<file path="src/rtl/cache_wb_buffer.sv">
// Write-back buffer: queues dirty-line evictions and uncached stores from the data cache
// and drains each entry, oldest first, as one AXI3 write burst. Also answers read-path hazard probes.
module cache_wb_buffer #(
    parameter int DEPTH = 2
) (
    input  logic         clk,
    input  logic         resetn,
    input  logic         wr_req,
    input  logic [2:0]   wr_type,
    input  logic [31:0]  wr_addr,
    input  logic [3:0]   wr_wstrb,
    input  logic [127:0] wr_data,
    output logic         wr_rdy,
    input  logic [31:0]  chk_addr,
    output logic         chk_hit,
    output logic         wb_empty,
    output logic [31:0]  awaddr,
    output logic [7:0]   awlen,
    output logic [2:0]   awsize,
    output logic         awvalid,
    input  logic         awready,
    output logic [31:0]  wdata,
    output logic [3:0]   wstrb,
    output logic         wlast,
    output logic         wvalid,
    input  logic         wready,
    input  logic         bvalid,
    output logic         bready
);

    localparam int PW = $clog2(DEPTH);
    localparam int CW = PW + 1;

    // Handshakes: a transfer happens on the rising edge where valid & ready are both high;
    // valid and its payload never change while valid is high and ready is low.
    typedef enum logic [1:0] {S_IDLE, S_AW, S_W, S_B} state_e;

    state_e         state_q, state_d;
    logic [1:0]     beat_q, beat_d;
    logic [PW-1:0]  head_q, head_d, tail_q, tail_d;
    logic [CW-1:0]  count_q, count_d;
    logic [DEPTH-1:0] valid_q, valid_d;

    logic [2:0]     type_q  [DEPTH];
    logic [2:0]     type_d  [DEPTH];
    logic [31:0]    addr_q  [DEPTH];
    logic [31:0]    addr_d  [DEPTH];
    logic [3:0]     wstrb_q [DEPTH];
    logic [3:0]     wstrb_d [DEPTH];
    logic [127:0]   data_q  [DEPTH];
    logic [127:0]   data_d  [DEPTH];

    logic           push, pop;
    logic           head_is_line, head_last;
    logic [127:0]   head_data;
    logic           unused_chk;

    assign unused_chk = ^chk_addr[3:0];

    assign wr_rdy   = (count_q != CW'(DEPTH));
    assign wb_empty = (count_q == '0) && (state_q == S_IDLE);
    assign push     = wr_req && wr_rdy;
    assign pop      = (state_q == S_B) && bvalid;

    // Queue bookkeeping; a push never targets the slot being popped.
    always_comb begin
        type_d  = type_q;
        addr_d  = addr_q;
        wstrb_d = wstrb_q;
        data_d  = data_q;
        valid_d = valid_q;
        head_d  = head_q;
        tail_d  = tail_q;
        count_d = count_q;
        if (push) begin
            type_d[tail_q]  = wr_type;
            addr_d[tail_q]  = wr_addr;
            wstrb_d[tail_q] = wr_wstrb;
            data_d[tail_q]  = wr_data;
            valid_d[tail_q] = 1'b1;
            tail_d          = tail_q + 1'b1;
        end
        if (pop) begin
            valid_d[head_q] = 1'b0;
            head_d          = head_q + 1'b1;
        end
        case ({push, pop})
            2'b10:   count_d = count_q + 1'b1;
            2'b01:   count_d = count_q - 1'b1;
            default: count_d = count_q;
        endcase
    end

    assign head_is_line = type_q[head_q][2];
    assign head_data    = data_q[head_q];
    assign head_last    = head_is_line ? (beat_q == 2'd3) : 1'b1;

    assign awaddr = addr_q[head_q];
    assign awlen  = head_is_line ? 8'd3 : 8'd0;
    assign awsize = head_is_line ? 3'd2 : {1'b0, type_q[head_q][1:0]};
    assign wdata  = head_is_line ? head_data[{beat_q, 5'd0} +: 32] : head_data[31:0];
    assign wstrb  = head_is_line ? 4'hf : wstrb_q[head_q];
    assign wlast  = (state_q == S_W) && head_last;

    always_comb begin
        state_d = state_q;
        beat_d  = beat_q;
        awvalid = 1'b0;
        wvalid  = 1'b0;
        bready  = 1'b0;
        case (state_q)
            S_IDLE: if (count_q != '0) state_d = S_AW;
            S_AW: begin
                awvalid = 1'b1;
                if (awready) state_d = S_W;
            end
            S_W: begin
                wvalid = 1'b1;
                if (wready) begin
                    if (head_last) state_d = S_B;
                    else           beat_d  = beat_q + 1'b1;
                end
            end
            S_B: begin
                bready = 1'b1;
                if (bvalid) begin
                    state_d = S_IDLE;
                    beat_d  = 2'd0;
                end
            end
            default: state_d = S_IDLE;
        endcase
    end

    // The head stays visible to the probe until its write response is taken.
    always_comb begin
        chk_hit = 1'b0;
        for (int i = 0; i < DEPTH; i++) begin
            chk_hit = chk_hit | (valid_q[i] & (addr_q[i][31:4] == chk_addr[31:4]));
        end
    end

    always_ff @(posedge clk or negedge resetn) begin
        if (!resetn) begin
            state_q <= S_IDLE;
            beat_q  <= 2'd0;
            head_q  <= '0;
            tail_q  <= '0;
            count_q <= '0;
            valid_q <= '0;
            for (int i = 0; i < DEPTH; i++) begin
                type_q[i] <= 3'd0;
                addr_q[i] <= 32'd0;
            end
        end else begin
            state_q <= state_d;
            beat_q  <= beat_d;
            head_q  <= head_d;
            tail_q  <= tail_d;
            count_q <= count_d;
            valid_q <= valid_d;
            type_q  <= type_d;
            addr_q  <= addr_d;
        end
    end

    // Payload storage needs no reset: it is only read behind a valid entry.
    always_ff @(posedge clk) begin
        wstrb_q <= wstrb_d;
        data_q  <= data_d;
    end

endmodule
</file>
<file path="config.mk">
export PLATFORM = sky130hd
export DESIGN_NAME = cache_wb_buffer
export DESIGN_NICKNAME = d
export VERILOG_FILES = /design/src/rtl/cache_wb_buffer.sv
export SDC_FILE = /design/constraint.sdc
export NUM_CORES = 1
export LEC_CHECK = 0
export CORE_ASPECT_RATIO = 1.5
export CORE_UTILIZATION = 40
export CTS_CLUSTER_SIZE = 10
export DETAILED_ROUTE_END_ITERATION = 6
export PLACE_DENSITY = 0.74
export SYNTH_ARGS = -nofsm -noshare
export SYNTH_HDL_FRONTEND = slang
export SYNTH_SLANG_ARGS = --single-unit
export TNS_END_PERCENT = 1
</file>
<file path="constraint.sdc">
create_clock -name clk -period 4.5 [get_ports clk]
set_clock_uncertainty 0.2 [all_clocks]
set_input_delay 0.45 -clock clk [delete_from_list [all_inputs] [get_ports clk]]
set_output_delay 0.45 -clock clk [all_outputs]
set_load 0.03 [all_outputs]
</file>
Word level (Yosys, flattened, before mapping)
Cells that the tools add are included.
- bits in registers: 344
- input port bits: 205
- output and inout bits: 86
- logic and storage cells: 112
- add/subtract/negate cells: 5
- $lt $le $gt $ge: 7
- eq/ne operators: 15
- shifts and indexed selects: 1
- multiplexer cells: 48
- bitwise logic cells: 8
- reduce and logical (&&, ||, !) cells: 14
- operator list (operator ; number):
    $mux W128 ; 4
    $bwmux W256 ; 1
    $mux W32 ; 5
    $demux W128 S1 ; 1
    $shiftx A128 B8 Y32 ; 1
    $bwmux W64 ; 1
    $eq A28 B28 Y1 ; 2
    $demux W32 S1 ; 1
    $mux W2 ; 11
    $mux W4 ; 5
    $mux W3 ; 4
    $ne A2 B2 Y1 const B ; 6
    $bwmux W8 ; 1
    $eq A2 B2 Y1 const B ; 4
    $pmux W2 S2 ; 2
    $pmux W2 S4 ; 1
    $logic_and A1 B1 Y1 ; 7
    $bwmux W6 ; 1
    $mux W1 ; 6
    $reduce_bool A2 Y1 ; 3
    $reduce_and A5 Y1 ; 1
    $add A2 B1 Y2 const B ; 2
    $demux W4 S1 ; 1
    $eq A2 B1 Y1 const B ; 2
    other kinds (17) ; 25

Depth between registers and ports, before layout
Gate-level depths: netlist (run 1).
- depth in word-level cells: 8
- depth in mapped cells: 7
- gate-level depth less buffers: 7

Least setup slack after synthesis (run 1)
OpenSTA, ideal clock, no wires.
- path kind: register to register
- start: register count_q[0]
- end: register addr_q[57] (netlist name)
- setup time: 0.128 ns
- arrival time: 3.353 ns
- required time: 4.172 ns
- path slack: 0.819 ns
- stages on the path, launching flop included: 6
- path buffers: 1
- clock period less this slack: 3.681 ns
- path through: dfrtp_1 -> nand2b_1 -> nand2_1 -> nor2_2 -> buf_2 -> mux2_2
- cells in the longest elaborated chain, start to end: 2
- RTL lines (element ; RTL line ; text):
    start, declared ; 41 ; logic [CW-1:0] count_q, count_d;
    start signal, assigned ; 160 ; count_q <= count_d;
    $ne A2 B2 Y1 ; 60 ; assign wr_rdy = (count_q != CW'(DEPTH));
    named net wr_rdy ; 13 ; output logic wr_rdy,
    $logic_and A1 B1 Y1 ; 62 ; assign push = wr_req && wr_rdy;
    end signal, assigned ; 163 ; addr_q <= addr_d;
    end, declared ; 46 ; logic [31:0] addr_q [DEPTH];
The timed path passes the listed nets, and every way through them passes these cells.
A chain may end at the register's enable or synchronous reset.

Worst setup path after layout (run 1)
- start: register head_q
- end: output port wdata[8]
- cells in the longest elaborated chain, start to end: 6
- elaborated cells between the ends (all ways): 9
- those cells by class: 1 x shift; 7 x mux; 1 x bitwise
- RTL lines (element ; RTL line ; text):
    start, declared ; 40 ; logic [PW-1:0] head_q, head_d, tail_q, tail_d;
    start signal, assigned ; 147 ; head_q <= '0;
    start signal, assigned ; 158 ; head_q <= head_d;
    $not A1 Y2 (implied by the code) (*) ; 94, 95 ;
    $mux W128 (implied by the code) (3 in series) ; 95 ; assign head_data = data_q[head_q];
    $shiftx A128 B8 Y32 ; 101 ; assign wdata = head_is_line ? head_data[{beat_q, 5'd0} +: 32] : head_data[31:0];
    $mux W32 (*) ; 101 ;
    end, declared ; 22 ; output logic [31:0] wdata,
Mark *: on every way between the ends. The rest lies on a longest branch, timed or not. The select of a mux whose other input is x is not followed.

==> run metrics, run 1 <==
status completed; 1st-iter DRT viols 348; num rows 84; Hold Slack 0.3039 ns; PD cells 743.0 mW/mm2; commonest non-fill, non-tap cell in the layout edfxtp_1; Worst Hold Class reg2reg; Switching Share 0.3628; crit path launch type flop; antenna-violating nets left 0; setup violators final 0; PostCTS Resize Cnt 0; number of vias per cell about 5; CTS tree done; commonest cells after routing, fill and taps aside edfxtp_1 (264), clkdlybuf4s50_1 (248), mux2_2 (105); first-pass GRT wire length 49260 um; NetSw ~5 mW; kind of cell adding the most delay to the critical path buffers and inverters; Die X between 150 and 200 um; CP endpoint kind primary output; WP data required 3.85 ns; DRT Pass-1 Iters 4; most area-consuming cells after synthesis edfxtp_1 (56%), dfrtp_1 (14%), mux2_2 (8.3%); worst vdd ir 471.2 uV; sequential share of the synthesized area 0.7009; # IOs 291; CTS Buffer Depth 3; CTS Buf Count 40; Skew-Pair Late Insertion Delay 0.52 ns; worst-path maximum fanout 39; Sequential Area 0.009935 mm2; vias in the first global route 8762; H-tree depth 2; CTS Hold Buffers Added 1; total grt overflow 0; pin count of the biggest net entering global routing 102; CORE AREA about 0.035 mm2; Syn Area/Cell 17.89 um2; Yosys warnings 0; Worst path slowest cell dfrtp_4; multi-input logic area 0.004025 mm2; Slew Viols, Final 0; initial core utilization 0.4048; clock power share 0.205; CP cell instances buf_4, mux4_2, o22ai_1, a21oi_1, clkdlybuf4s50_1; worst hold start addr_q[3]; Int Pwr 8.801 mW; DP HPWL ~22000 um; Max-slew headroom 0.3078; RSZ-0062 raised after global routing false; Crit path buffers/inverters 2; mapped cell area 0.01417 mm2; total setup buffers inserted after CTS 0; Yosys cell types 37; post-synth top area cell edfxtp_1; RePlAce Congestion 0.8575; Reg power frac 0.363; critical path class reg2out; Leak around 6.7 nW; GRT Total Usage 0.1825; CTS root buf clkbuf_16; # DRC 0; highest clock rate 245.8 MHz; Synth Instances 792; input/output buffers 279; Critical Path AT 3.42 ns; Final WS setup ~0.43 ns; min Tclk post-route 4.069 ns; combinational power share 0.432; Layout fillers 2831; Slew @ Worst Pin approximately 1.0 ns; post-DR wirelength/cell 20.51 um; Placed Instances 1522; Clock transition at path regs roughly 0.060 ns; Final Power 13.81 mW; period utilization 0.9041; origin of the critical flop-to-flop path count_q[0]; CP startpoint head_q; final hold violation count 0; die area approximately 0.036 mm2; max-cap violations 0; vias after detailed routing 7940; final WL 32610 um; fin cells 1590; # nets final 1304; share of cells above drive strength 1 0.2129; Setup Total Neg Slack 0 ns; DP Worst Slack 0.9494 ns; CP peak stage delay 0.74 ns; die height between 200 and 250 um; CTS sink count 344; Area Overhead vs Synth 31.24%; initial antenna violation count 6; synthesized flop and latch total 344; top-area cell type share of the netlist area 0.5596
worst reg2reg max path, stage by stage (launching register included):
cell	delay (ns)
dfrtp_1	0.41
nand2b_1	0.17
nand2_1	0.14
nor2_4	0.14
buf_4	0.75
mux2_2	0.50
cell families (layout without fill, tap and decap cells):
group                      after synthesis  count (layout)  synth area share
AOI/OAI and AO/OA                       43              43           0.02447
xor gates and xnor gates                61              61           0.03771
and+or+nand+nor                         78              78           0.02614
muxes                                  208             208            0.1857
buffers and inverters                   50             365           0.01855
DFF                                    344             344            0.7009
adders and majority gates                7               7          0.006182
other                                    1              11         0.0002647
registers in the layout (all words and copies together) (netlist names):
register,cells
count_q,2
data_q,256
wstrb_q,8
addr_q,64
state_q,2
type_q,6
tail_q,1
beat_q,2
valid_q,2
head_q,1
cell type report:
class / instances / area share
diodes: 4 / 0.0005384
clock buffers: 60 / 0.05842
clock inverters: 3 / 0.001615
inverters: 7 / 0.001413
multi-input cells: 404 / 0.2165
flip-flops and latches: 344 / 0.5344
well taps: 473 / 0.03183
repair buffers: 295 / 0.1553
layer usage:
metal / global-route usage / share of wire / wire (um)
met3: 0.05457 / 0.075 / 2451
met1: 0.1955 / 0.36 / 11680
met5: 0 / 0.0013 / 42
met4: 0.07047 / 0.033 / 1066
met2: 0.3337 / 0.53 / 17360
synthesized netlist by cell type:
cell	number
nor3b_1	1
nand2b_1	1
edfxtp_1	264
ha_1	7
dfrtp_1	80
inv_1	6
mux2i_1	69
buf_2	24
xor2_1	31
nand3_1	2
mux2_4	1
clkbuf_1	7
mux2_2	105
mux2i_4	1
a2bb2oi_1	1
nor4_1	6
o21a_1	1
a21oi_1	3
conb_1	1
nor3_1	2
nand2_1	12
buf_4	12
nor2b_1	3
nor2_1	37
o21ai_0	3
nand4_1	8
o22ai_1	3
a221oi_1	30
o32a_1	1
inv_2	1
and3_1	1
or4_1	3
xnor2_1	30
o22a_1	1
mux4_2	32
nor2_2	1
or4_4	1
per-stage QoR:
stage / util / cell area (um2)
final: 0.5312 / 18590
after global routing: 0.5311 / 18590
after CTS: 0.5309 / 18580
after detailed placement: 0.4987 / 17460
after global placement: 0.4987 / 17460
after floorplan: - / 14190
final timing paths:
kind | end | slack, ns | cells past startpoint
hold / removal | addr_q[3] | 0.30 | 1
max in group asynchronous | head_q | 2.88 | 2
hold reg to reg | addr_q[3] | 0.30 | 1
setup reg to reg | addr_q[56] | 2.06 | 5
min in group asynchronous | addr_q[39] | 0.46 | 2
setup / recovery | wdata[8] | 0.43 | 5
power by group through the flow:
stage	registers [mW]	logic (mW)	clock network (mW)
detailed placement	5.09	6.07	0
finish	5.01	5.97	2.83
CTS	5.03	6.09	2.93
floorplan	4.85	4.06	0
global route	5.12	6.36	3.03
global placement	5.03	6.02	0
No activity file was read; power rests on OpenSTA's default activity.
==> inputs of run 2 (changes only) <==
--- a/config.mk
+++ b/config.mk
@@ -6,6 +6,7 @@
 export NUM_CORES = 1
 export LEC_CHECK = 0
 export CORE_ASPECT_RATIO = 1.5
+export CORE_MARGIN = 5
 export CORE_UTILIZATION = 40
 export CTS_CLUSTER_SIZE = 10
 export DETAILED_ROUTE_END_ITERATION = 6
==> run metrics, run 2 (synthesized netlist as in run 1, its figures left out) <==
Largest regs data_q x256, addr_q x64, wstrb_q x8; H-tree depth 2; placed cell area 0.01750 mm2; total grt overflow 0; NetSw a little over 5 mW; Max-slew headroom 0.2907; Clock transition at path regs 0.06 ns; period utilization 0.8477; Skew-Pair Late Insertion Delay approximately 0.52 ns; CP peak stage delay 0.69 ns; status completed; initial core utilization 0.4048; CTS Hold Buffers Added 1; Slew Viols, Final 0; 1st-iter DRT viols 360; first-pass GRT wire length 51340 um; max-cap violations 0; max reg flops 256; CTS sink count 344; pin count of the biggest net entering global routing 138; number of vias per cell 5.031; # DRC 0; num rows 84; # nets final approximately 1.3k; DP HPWL 22920 um; vias after detailed routing 8020; Leak roughly 6.7 nW; CORE AREA 0.03500 mm2; vias in the first global route 8994; Worst path slowest cell buf_12; CP endpoint kind primary output; commonest non-fill, non-tap cell in the layout edfxtp_1; total setup buffers inserted after CTS 0; die height 240.5 um; RSZ-0062 raised after global routing false; Switching Share 0.3609; post-DR wirelength/cell 21.29 um; Critical Path AT 3.16 ns; initial antenna violation count 10; combinational power share 0.438; highest clock rate approximately 260 MHz; CTS root buf clkbuf_16; CTS tree done; DP Worst Slack 1.107 ns; commonest cells after routing, fill and taps aside edfxtp_1 (264), clkdlybuf4s50_1 (248), mux2_2 (105); clock power share 0.208; Worst Hold Class in2reg; PostCTS Resize Cnt 0; worst-path maximum fanout roughly 140; min Tclk post-route 3.815 ns; CP cell instances buf_12, mux4_2, o22ai_1, a21oi_1, clkdlybuf4s50_1; RePlAce Congestion a little under 0.8; PD cells 746.9 mW/mm2; final hold violation count 0; input/output buffers 279; share of cells above drive strength 1 0.2129; Int Pwr 8.919 mW; Crit path buffers/inverters 2; Final Util 0.5339; Area Overhead vs Synth 31.90%; Final WS setup between 0.6 and 0.7 ns; Slew @ Worst Pin 1.064 ns; Final Instance Area between 0.015 and 0.02 mm2; antenna-violating nets left 0; GRT Total Usage 0.1712; Die X 163.7 um; Setup Total Neg Slack 0 ns; Reg power frac 0.354; setup violators final 0; crit path launch type flop; CTS Buf Count 40; critical path class reg2out; die area 0.03936 mm2; final WL 33940 um; kind of cell adding the most delay to the critical path buffers and inverters; setup slack, reg-to-reg 2.02 ns; worst vdd ir a little over 600 uV; DRT Pass-1 Iters 4; WP data required 3.85 ns; CTS Buffer Depth 3; register with the most flip-flops data_q; # IOs 291
-- run 2: changes by cell type in the layout (fill, tap and decap cells not counted), sizes merged --
| cell | change |
|---|---|
| buf | -1 |
| clkbuf | +2 |
| diode | +4 |
| inv | -1 |
-- run 2: layer usage --
layer  track usage  wire (um)  vias up
li1              -          -     3675
met1        0.1839      11940     4017
met2        0.3121      18270      254
met3       0.05522       2650       64
met4       0.06384        998       10
met5             0         82        -
-- run 2: final timing paths --
path                               from     endpoint  cells past startpoint
min in group asynchronous        resetn   addr_q[63]                      2
max in group asynchronous        resetn       head_q                      2
min reg2reg                  count_q[1]   count_q[1]                      1
max reg2reg                  count_q[0]  data_q[204]                      5
min                        wr_data[127]  data_q[127]                      1
max                              head_q     wdata[8]                      5
-- run 2: final cells by class --
| type | count | area, um2 |
|---|---|---|
| fill | 2882 | 16310 |
| sequential | 344 | 9935 |
| multi-input combinational | 404 | 4025 |
| timing repair buffer | 294 | 2930 |
| clock buffer | 62 | 1136 |
| tap | 473 | 591.8 |
| inverter | 7 | 26.28 |
| clock inverter | 2 | 21.27 |
| antenna | 8 | 20.02 |
-- run 2: worst reg2reg max path, stage by stage (launching register included) --
cell and delay [ns]:
dfrtp_1 0.41, nand2b_1 0.17, nand2_1 0.14, nor2_4 0.54, buf_12 0.44, buf_12 0.27
-- run 2: through the flow --
step / total power, mW / cells / hold WS [ns]
floorplan: 8.918 / 798 / -0.04559
global placement: 11.12 / 1521 / 0.2802
detailed placement: 11.23 / 1521 / 0.2873
CTS: 14.20 / 1586 / 0.2687
global route: 14.70 / 1591 / 0.2822
finish: 13.96 / 1594 / 0.2941
-- run 2: power by group through the flow --
| stage | sequential (mW) | combinational, mW | clock (mW) |
|---|---|---|---|
| 2_1_floorplan | 4.85 | 4.06 | 0 |
| 6_report | 4.94 | 6.11 | 2.90 |
| 3_5_place_dp | 5.01 | 6.21 | 0 |
| 4_1_cts | 4.96 | 6.24 | 3.00 |
| 5_1_grt | 5.05 | 6.54 | 3.12 |
| 3_3_place_gp | 4.95 | 6.17 | 0 |
==> inputs of run 3 (changes only) <==
==> constraint.sdc (replaced) <==
create_clock -name clk -period 3.6 [get_ports clk]
set_clock_uncertainty 0.2 [all_clocks]
set_input_delay 0.36 -clock clk [delete_from_list [all_inputs] [get_ports clk]]
set_output_delay 0.36 -clock clk [all_outputs]
set_load 0.03 [all_outputs]
==> run metrics, run 3 (synthesized netlist as in run 1, its figures left out) <==
post-DR wirelength/cell 21.21 um; highest clock rate 291.3 MHz; register with the most flip-flops data_q; setup violators final 0; DP HPWL 22780 um; Setup Total Neg Slack 0 ns; Leak 6.696 nW; routed wl met2 18290 um; max reg flops 256; DRT Pass-1 Iters 4; first-pass GRT wire length 50380 um; commonest cells after routing, fill and taps aside edfxtp_1 (264), clkdlybuf4s50_1 (246), mux2_2 (105); final hold violation count 0; Slew Viols, Final 0; GRT Total Usage 0.1680; initial antenna violation count 4; 1st-iter DRT viols 339; WP data required 3.04 ns; Hold Slack 0.2241 ns; Routed met3 length 2818 um; min Tclk post-route 3.433 ns; Worst Hold Class in2reg; vias in the first global route around 8.7k; final WL 33670 um; Final Util 0.5336; die area 0.03936 mm2; # DRC 0; CTS tree done; die height 240.5 um; crit path launch type flop; total grt overflow 0; Placed Instances 1523; status completed; Skew-Pair Late Insertion Delay 0.52 ns; antenna-violating nets left 0; CTS Buffer Depth 3; Clock transition at path regs roughly 0.05 ns; fin cells roughly 1.6k; initial core utilization 0.4048; vias after detailed routing 7935; wl on met1 11750 um; Die X between 150 and 200 um; RePlAce Congestion 0.8128; # nets final between 1k and 1.5k; Layout fillers roughly 2.9k; share of cells above drive strength 1 0.2158; CORE AREA around 0.035 mm2; PD cells 935.1 mW/mm2; Slew @ Worst Pin 1.062 ns; number of vias per cell roughly 5.0; CTS sink count 344; Critical Path AT 2.87 ns; max-cap violations 0; CP endpoint kind primary output; input/output buffers 279; Largest regs data_q x256, addr_q x64, wstrb_q x8; critical path class reg2out; RSZ-0062 raised after global routing true; period utilization 0.9537; H-tree depth 2; CTS Buf Count 40; Top Metal Used met5; CTS root buf clkbuf_16; worst vdd ir 651.5 uV; # IOs between 200 and 300; pin count of the biggest net entering global routing 138; worst-path maximum fanout 3; Final Power 17.46 mW; multi-input logic area 0.004034 mm2; num rows 84; Sequential Area 0.009935 mm2; commonest non-fill, non-tap cell in the layout edfxtp_1; Max-slew headroom 0.2919; Area Overhead vs Synth 31.84%
[run 3: cell types whose count changed in the layout (fill, tap and decap cells not counted), sizes merged]
cell / delta
clkbuf: -2
clkdlybuf4s50: -2
buf: +4
clkinvlp: +1
clkinv: -2
diode: -6
[run 3: per-stage QoR]
| stage | setup WS (ns) | instance area, um2 |
|---|---|---|
| floorplan | 0.02693 | 14190 |
| global placement | 0.2465 | 17550 |
| detailed placement | 0.2731 | 17550 |
| CTS | 0.003529 | 18670 |
| global route | -0.003435 | 18680 |
| finish | 0.1668 | 18680 |
[run 3: critical path, cell delays in order (launching register included)]
cell	delay, ns
dfrtp_1	0.41
xnor2_1	0.28
nand4_1	0.12
or4_1	0.51
o22ai_1	0.30
clkdlybuf4s50_1	0.74
[run 3: layer usage]
layer	vias to the layer above	GRT usage
met3	45	0.05762
met5	-	0
met2	243	0.3114
li1	3664	-
met1	3981	0.1793
met4	2	0.05010
[run 3: what timing repair did]
action,CTS,global route
buffers inserted,0,0
hold buffers,1,0
gates resized for setup,3,0
setup endpoints to repair,26,1
hold endpoints to repair,80,0
[run 3: layout make-up]
type | instances | area share
clock inverters | 1 | 0.0004020
inverters | 7 | 0.001541
diodes | 2 | 0.0002680
clock buffers | 60 | 0.05875
repair buffers | 296 | 0.1594
well taps | 473 | 0.03169
multi-input cells | 404 | 0.2160
flip-flops and latches | 344 | 0.5319
[run 3: final timing paths]
path | startpoint | end | slack [ns] | depth (start not counted)
max | addr_q[19] | chk_hit | 0.17 | 5
min | wr_data[61] | data_q[61] | 0.22 | 1
max reg2reg | beat_q[1] | beat_q[0] | 1.21 | 4
min reg2reg | valid_q[0] | valid_q[0] | 0.29 | 1
max in group asynchronous | resetn | head_q | 2.03 | 2
min in group asynchronous | resetn | addr_q[38] | 0.39 | 2
[run 3: where the power goes]
part / switching (mW) / internal [mW]
sequential: 0.576 / 5.57
clock: 1.44 / 2.07
combinational: 4.30 / 3.51
